`config.mk`:
```
export PLATFORM = sky130hd
export DESIGN_NAME = mem_master_flat
export DESIGN_NICKNAME = d
export VERILOG_FILES = /design/src/rtl/mem_pkg.sv /design/src/rtl/mem_master_if.sv /design/src/rtl/mem_arb.sv /design/src/rtl/mem_master.sv /design/src/flat_wrapper.sv
export SDC_FILE = /design/constraint.sdc
export NUM_CORES = 1
export LEC_CHECK = 0
export ABC_CLOCK_PERIOD_IN_PS = 1700
export CAP_MARGIN = 5
export CORE_ASPECT_RATIO = 0.7
export CORE_MARGIN = 2
export CORE_UTILIZATION = 36
export CTS_CLUSTER_SIZE = 28
export DETAILED_ROUTE_END_ITERATION = 8
export HOLD_SLACK_MARGIN = 0.03
export MAX_ROUTING_LAYER = met4
export PLACE_DENSITY = 0.77
export SKIP_LAST_GASP = 1
export SLEW_MARGIN = 20
export SYNTH_ARGS = -nofsm -noshare
export SYNTH_HDL_FRONTEND = slang
export SYNTH_SLANG_ARGS = --single-unit
```
`constraint.sdc`:
```
create_clock -name clk -period 1.7 [get_ports clk]
set_input_delay 0.17 -clock clk [delete_from_list [all_inputs] [get_ports clk]]
set_output_delay 0.17 -clock clk [all_outputs]
set_load 0.01 [all_outputs]
```
`src/rtl/mem_pkg.sv`:
```
// Shared types for the memory master: bus rw encodings, FSM states, default memory depth.
package mem_pkg;

   localparam int DEPTH_LOG2_DEF = 16;

   typedef enum logic [1:0] {
      RW_FETCH = 2'b00,
      RW_READ  = 2'b01,
      RW_WRITE = 2'b10
   } rw_e;

   typedef enum logic [1:0] {
      IDLE    = 2'b00,
      ACCESS  = 2'b01,
      CAPTURE = 2'b10
   } state_e;

endpackage

```
`src/rtl/mem_master_if.sv`:
```
// Requester and memory-side signals of the memory master, bundled for port connection.
interface mem_master_if #(
   parameter int ADDR_W = 32
) ();

   logic              fetch_req;
   logic [ADDR_W-1:0] pc;
   logic              fetch_ack;
   logic [ADDR_W-1:0] instr;

   logic              data_req;
   logic              data_we;
   logic [ADDR_W-1:0] data_addr;
   logic [ADDR_W-1:0] data_wdata;
   logic              data_ack;
   logic [ADDR_W-1:0] data_rdata;
   logic              addr_err;

   logic [ADDR_W-1:0] mem_addr;
   logic [1:0]        mem_rw;
   logic [ADDR_W-1:0] mem_din;
   logic              mem_enable;
   logic [ADDR_W-1:0] mem_dout;
   logic [ADDR_W-1:0] mem_fetch;

   modport master (
      input  fetch_req, pc, data_req, data_we, data_addr, data_wdata, mem_dout, mem_fetch,
      output fetch_ack, instr, data_ack, data_rdata, addr_err,
             mem_addr, mem_rw, mem_din, mem_enable
   );

   modport slave (
      output fetch_req, pc, data_req, data_we, data_addr, data_wdata, mem_dout, mem_fetch,
      input  fetch_ack, instr, data_ack, data_rdata, addr_err,
             mem_addr, mem_rw, mem_din, mem_enable
   );

endinterface

```
`src/rtl/mem_arb.sv`:
```
// Two-way round-robin arbiter between fetch and data requesters; data wins the first tie after reset.
module mem_arb (
   input  logic clk,
   input  logic reset_n,
   input  logic en_i,
   input  logic fetch_req_i,
   input  logic data_req_i,
   output logic gnt_fetch_o,
   output logic gnt_data_o
);

   logic prio_data_q, prio_data_d;

   always_comb begin
      gnt_fetch_o = 1'b0;
      gnt_data_o  = 1'b0;
      if (en_i) begin
         if (data_req_i && (prio_data_q || !fetch_req_i)) begin
            gnt_data_o = 1'b1;
         end else if (fetch_req_i) begin
            gnt_fetch_o = 1'b1;
         end
      end
   end

   always_comb begin
      prio_data_d = prio_data_q;
      if (gnt_data_o) begin
         prio_data_d = 1'b0;
      end else if (gnt_fetch_o) begin
         prio_data_d = 1'b1;
      end
   end

   always_ff @(posedge clk or negedge reset_n) begin
      if (!reset_n) begin
         prio_data_q <= 1'b1;
      end else begin
         prio_data_q <= prio_data_d;
      end
   end

endmodule

```
`src/rtl/mem_master.sv`:
```
// Single-port memory master serving an instruction-fetch and a load/store requester.
// state   | meaning
// IDLE    | waiting for a request; arbiter grants one and its fields are latched
// ACCESS  | one-cycle memory strobe with the latched address/kind/data
// CAPTURE | memory result registered, ack (and addr_err) pulsed on exit
module mem_master
   import mem_pkg::*;
#(
   parameter int ADDR_W     = 32,
   parameter int DEPTH_LOG2 = DEPTH_LOG2_DEF
) (
   input  logic         clk,
   input  logic         reset_n,
   mem_master_if.master bus
);

   state_e            state_q, state_d;
   rw_e               kind_q, kind_d;
   logic [ADDR_W-1:0] addr_q, addr_d;
   logic [ADDR_W-1:0] wdata_q, wdata_d;
   logic [ADDR_W-1:0] instr_q, instr_d;
   logic [ADDR_W-1:0] rdata_q, rdata_d;
   logic              fetch_ack_q, fetch_ack_d;
   logic              data_ack_q, data_ack_d;
   logic              addr_err_q, addr_err_d;

   logic gnt_fetch, gnt_data, in_range;
   logic mem_enable;
   rw_e  mem_rw;

   mem_arb u_arb (
      .clk         (clk),
      .reset_n     (reset_n),
      .en_i        (state_q == IDLE),
      .fetch_req_i (bus.fetch_req),
      .data_req_i  (bus.data_req),
      .gnt_fetch_o (gnt_fetch),
      .gnt_data_o  (gnt_data)
   );

   if (DEPTH_LOG2 >= ADDR_W) begin : g_full_range
      assign in_range = 1'b1;
   end else begin : g_part_range
      assign in_range = (addr_q[ADDR_W-1:DEPTH_LOG2] == '0);
   end

   always_comb begin
      state_d     = state_q;
      kind_d      = kind_q;
      addr_d      = addr_q;
      wdata_d     = wdata_q;
      instr_d     = instr_q;
      rdata_d     = rdata_q;
      fetch_ack_d = 1'b0;
      data_ack_d  = 1'b0;
      addr_err_d  = 1'b0;
      mem_enable  = 1'b0;
      mem_rw      = RW_FETCH;
      case (state_q)
         IDLE: begin
            if (gnt_data) begin
               addr_d  = bus.data_addr;
               wdata_d = bus.data_wdata;
               kind_d  = bus.data_we ? RW_WRITE : RW_READ;
               state_d = ACCESS;
            end else if (gnt_fetch) begin
               addr_d  = bus.pc;
               kind_d  = RW_FETCH;
               state_d = ACCESS;
            end
         end
         ACCESS: begin
            mem_enable = in_range;
            mem_rw     = kind_q;
            state_d    = CAPTURE;
         end
         CAPTURE: begin
            addr_err_d = !in_range;
            state_d    = IDLE;
            case (kind_q)
               RW_FETCH: begin
                  fetch_ack_d = 1'b1;
                  instr_d     = in_range ? bus.mem_fetch : '0;
               end
               RW_READ: begin
                  data_ack_d = 1'b1;
                  rdata_d    = in_range ? bus.mem_dout : '0;
               end
               default: begin
                  data_ack_d = 1'b1;
               end
            endcase
         end
         default: begin
            state_d = IDLE;
         end
      endcase
   end

   always_ff @(posedge clk or negedge reset_n) begin
      if (!reset_n) begin
         state_q     <= IDLE;
         kind_q      <= RW_FETCH;
         addr_q      <= '0;
         wdata_q     <= '0;
         instr_q     <= '0;
         rdata_q     <= '0;
         fetch_ack_q <= 1'b0;
         data_ack_q  <= 1'b0;
         addr_err_q  <= 1'b0;
      end else begin
         state_q     <= state_d;
         kind_q      <= kind_d;
         addr_q      <= addr_d;
         wdata_q     <= wdata_d;
         instr_q     <= instr_d;
         rdata_q     <= rdata_d;
         fetch_ack_q <= fetch_ack_d;
         data_ack_q  <= data_ack_d;
         addr_err_q  <= addr_err_d;
      end
   end

   // Address and write data are only reloaded at grant, so they hold outside ACCESS.
   assign bus.mem_addr   = addr_q;
   assign bus.mem_din    = wdata_q;
   assign bus.mem_enable = mem_enable;
   assign bus.mem_rw     = mem_rw;
   assign bus.fetch_ack  = fetch_ack_q;
   assign bus.data_ack   = data_ack_q;
   assign bus.addr_err   = addr_err_q;
   assign bus.instr      = instr_q;
   assign bus.data_rdata = rdata_q;

endmodule

```
`src/flat_wrapper.sv`:
```
// flat-port wrapper written by rule: the top's interface ports become plain ports
module mem_master_flat import mem_pkg::*;
#(
   parameter int ADDR_W     = 32,
   parameter int DEPTH_LOG2 = DEPTH_LOG2_DEF
)
  (clk, reset_n, bus_fetch_req, bus_pc, bus_data_req, bus_data_we, bus_data_addr, bus_data_wdata, bus_mem_dout, bus_mem_fetch, bus_fetch_ack, bus_instr, bus_data_ack, bus_data_rdata, bus_addr_err, bus_mem_addr, bus_mem_rw, bus_mem_din, bus_mem_enable);
  mem_master_if #(.ADDR_W(ADDR_W)) bus_i ();
  input  logic clk;
  input  logic reset_n;
  input wire logic [$bits(bus_i.fetch_req)-1:0] bus_fetch_req;
  input wire logic [$bits(bus_i.pc)-1:0] bus_pc;
  input wire logic [$bits(bus_i.data_req)-1:0] bus_data_req;
  input wire logic [$bits(bus_i.data_we)-1:0] bus_data_we;
  input wire logic [$bits(bus_i.data_addr)-1:0] bus_data_addr;
  input wire logic [$bits(bus_i.data_wdata)-1:0] bus_data_wdata;
  input wire logic [$bits(bus_i.mem_dout)-1:0] bus_mem_dout;
  input wire logic [$bits(bus_i.mem_fetch)-1:0] bus_mem_fetch;
  output wire logic [$bits(bus_i.fetch_ack)-1:0] bus_fetch_ack;
  output wire logic [$bits(bus_i.instr)-1:0] bus_instr;
  output wire logic [$bits(bus_i.data_ack)-1:0] bus_data_ack;
  output wire logic [$bits(bus_i.data_rdata)-1:0] bus_data_rdata;
  output wire logic [$bits(bus_i.addr_err)-1:0] bus_addr_err;
  output wire logic [$bits(bus_i.mem_addr)-1:0] bus_mem_addr;
  output wire logic [$bits(bus_i.mem_rw)-1:0] bus_mem_rw;
  output wire logic [$bits(bus_i.mem_din)-1:0] bus_mem_din;
  output wire logic [$bits(bus_i.mem_enable)-1:0] bus_mem_enable;
  assign bus_i.fetch_req = bus_fetch_req;
  assign bus_i.pc = bus_pc;
  assign bus_i.data_req = bus_data_req;
  assign bus_i.data_we = bus_data_we;
  assign bus_i.data_addr = bus_data_addr;
  assign bus_i.data_wdata = bus_data_wdata;
  assign bus_i.mem_dout = bus_mem_dout;
  assign bus_i.mem_fetch = bus_mem_fetch;
  assign bus_fetch_ack = bus_i.fetch_ack;
  assign bus_instr = bus_i.instr;
  assign bus_data_ack = bus_i.data_ack;
  assign bus_data_rdata = bus_i.data_rdata;
  assign bus_addr_err = bus_i.addr_err;
  assign bus_mem_addr = bus_i.mem_addr;
  assign bus_mem_rw = bus_i.mem_rw;
  assign bus_mem_din = bus_i.mem_din;
  assign bus_mem_enable = bus_i.mem_enable;
  mem_master #(.ADDR_W(ADDR_W), .DEPTH_LOG2(DEPTH_LOG2)) u_core (.clk(clk), .reset_n(reset_n), .bus(bus_i));
endmodule
```
==> results_dict.tcl <==
set metrics [dict create \
    outcome "finished, violations left" \
    violations "negative setup slack" \
    die-area_mm2 0.0168 \
    fin_util_pct 69.4 \
    vdd.ir_drop.worst_mv 1.16 \
    final.min_clock_period_ns 1.86 \
    cp_max_fo 2 \
    place_worst_setup_slack_ns -0.362 \
    htreeDepth 4 \
    setup_slack_ns -0.162 \
    route.detailed.drc 0 \
    clk_latency_ns 0.41 \
    grt-ovfl-total 0 \
    fin_skew_ns 0.00823 \
    p_sw_share_pct 29.9 \
    vias 5136 \
    cp_data_arrival_time_ns 1.69 \
    dr.pass1.iters 4 \
    ys_seq_area_share_pct 60.1 \
    num_antenna_cells 0 \
    seq_power_share_pct 30.0 \
    max_clock_freq_mhz 537 \
    cts_buffer_depth 2 \
    start_kind "flip-flop" \
    drv_cap 0 \
    clock_sinks 136 \
    core_area_mm2 0.0155 \
    required_ns 1.53 \
    yosysWarnings 0 \
    syn_to_final_growth_pct 89.3 \
    avgViaCountPerCell 4.90 \
    worstSetupPathType "reg -> out" \
    period_share_pct 110 \
    hold_path.class "in -> async" \
    syn-cell-area_mm2 0.00567 \
    grt_max_degree 66 \
    clockPowerShare_pct 22.9 \
    hold_viol 0 \
    relSlewSlack_pct 73.9 \
    rows 38 \
    syn_inst 485 \
    finalPower_mw 17.9 \
    powerDensity_mw_per_mm2 1670 \
    routed_wl_um 19900 \
    drt_iter0_drc 245 \
    synthDistinctLibCells 27 \
    port_buffers 298 \
    dieHeight_um 109 \
    r2r_slack_ns -0.08 \
    wl_per_cell_um 19.0 \
    switchingPower_mw 5.36 \
    tightest_slew_ns 0.392 \
    slew_violations 0 \
    cts_inserted_buffers 17 \
    clkSlewWorstSetupHoldPaths_ns 0.06 \
    synth_seq_cells 136 \
    fin_nets 1000 \
    power_frac_comb_pct 47.2 \
    routabilityCongestion 0.819 \
    avgSynthCellArea_um2 11.7 \
    antenna_found_initial 0 \
    p_int_mw 12.6 \
    cts_tree "done" \
    final_antenna_net_count 0 \
    grt_pass1_vias 5241 \
    top_level_ports 299 \
    grt_use_total_pct 21.4 \
    hpwl_um 12600 \
    rsz0062_at_grt "true" \
    die_w_um 154 \
    p_leak_nw 4.57 \
    start_util_pct 36.7 \
    cts_root_buffer "clkbuf_16" \
    synth_nets 650 \
    crit_path_end_kind "output pin" \
    grt_pass1_wl_um 27100 \
    worst-r2r-cell-count 6 \
    finalSetupViolations 16 \
    drive_above_1_share_pct 30.4 \
]
==> sequential cells by signal, summed over array words and instances, names as in the netlist <==
register	cells
u_core.bus.instr	32
u_core.bus.data_rdata	32
u_core.bus.data_ack	1
u_core.state_q	2
u_core.u_arb.prio_data_q	1
u_core.bus.fetch_ack	1
u_core.bus.addr_err	1
u_core.bus.mem_addr	32
u_core.bus.mem_din	32
u_core.kind_q	2
==> path summary, 6_finish.rpt <==
path | from | to
max reg2reg | u_core.state_q[0] | u_core.bus.mem_addr[29]
max | u_core.bus.mem_addr[29] | bus_mem_enable
min in group clk | bus_mem_dout[19] | u_core.bus.data_rdata[19]
max in group asynchronous | reset_n | u_core.u_arb.prio_data_q
min reg2reg | u_core.bus.data_rdata[28] | u_core.bus.data_rdata[28]
min | reset_n | u_core.bus.mem_addr[13]
==> logic make-up after synthesis <==
kind of cell | synth area share [%]
AO/OA/AOI/OAI | 5.78
buffers and inverters | 3.38
flip-flops | 60.1
multiplexers | 19.4
AND/OR/NAND/NOR | 11.3
==> stage by stage <==
step           hold WS (ns)  instances  setup TNS (ns)  cell area (µm²)
6_report              0.261       1048          -0.961            10700
5_1_grt               0.280       1048           -3.49            10700
4_1_cts               0.245       1022           -2.91             9910
3_5_place_dp          0.116        982          -12.45             9070
3_3_place_gp          0.107        982           -5.68             9070
2_1_floorplan        -0.126        485          -0.873             5670
==> layout by cell type, fill, tap and decap left out, types with 2 or more instances in the layout <==
cell               n
nor4_1             2
buf_6              7
nand2b_1           2
o21ai_2           46
buf_2              2
dfrtp_1          133
mux2_2            65
clkdlybuf4s50_1  293
and2_1             2
clkinv_2           4
clkbuf_1           2
buf_16             4
buf_4             29
bufinv_16          6
nand3_4            2
mux2_4            32
o21ai_1           17
buf_8              2
nand2_1          129
clkbuf_16         27
clkinv_4           3
dfrtp_2            2
buf_12            13
==> layer usage <==
metal / vias to the layer above / share of wire (%) / track usage, %
li1: 2353 / - / -
met1: 2534 / 39 / 24.2
met2: 224 / 52 / 36.2
met3: 25 / 7.6 / 7.23
met4: 0 / 1.9 / 7.21
met5: - / 0 / -
==> worst max-delay path, cell delays in order, from the launching register on <==
cell and delay (ns):
dfrtp_1 0.41, nor4_4 0.29, nand4_1 0.24, nor3b_2 0.19, buf_2 0.16
==> cell type report <==
cell class	count	area, µm²
inverters	1	16.3
clock inverters	13	226
repair buffers	363	3920
fillers	1103	4720
repair inverters	1	11.3
clock buffers	19	433
well taps	200	250
multi-input cells	315	2470
flip-flops and latches	136	3410
==> power by group through the flow <==
stage,combinational [mW],sequential [mW],clock (mW)
after CTS,7.46,5.37,4.18
after global placement,6.93,5.27,0
final,8.45,5.37,4.10
after global routing,8.98,5.51,4.35
after detailed placement,7.09,5.37,0
after floorplan,2.46,5.89,0
==> synthesized netlist by cell type <==
cell type | number | area share (%)
mux2_2 | 97 | 19
nor3b_1 | 2 | 0.26
nand4_1 | 1 | 0.11
nor2_1 | 2 | 0.13
buf_6 | 4 | 0.79
nor4_1 | 4 | 0.44
buf_1 | 3 | 0.20
or4b_1 | 1 | 0.18
nor3b_4 | 1 | 0.33
o21ai_0 | 28 | 2.5
nand4bb_1 | 1 | 0.20
buf_4 | 2 | 0.26
and3b_1 | 1 | 0.15
o21ai_1 | 36 | 3.2
dfstp_2 | 1 | 0.46
buf_2 | 14 | 1.2
nor2b_1 | 2 | 0.22
dfrtp_1 | 135 | 60
clkbuf_1 | 11 | 0.73
clkinv_4 | 1 | 0.15
o21a_1 | 1 | 0.13
nand3_1 | 1 | 0.088
nor4bb_1 | 1 | 0.18
nand2_1 | 130 | 8.6
mux2i_1 | 1 | 0.18
and2_1 | 2 | 0.22
nand2b_1 | 2 | 0.22
==> timing repair <==
item | CTS | global route
setup endpoints to repair | 72 | 98
hold buffers | 1 | 0
hold endpoints to repair | 36 | 0
gates resized for setup | 20 | 148
setup buffers | 4 | 13
gates cloned | 3 | 16
pin swaps | 4 | 46
Note: power is estimated with default switching activity, not from simulation.
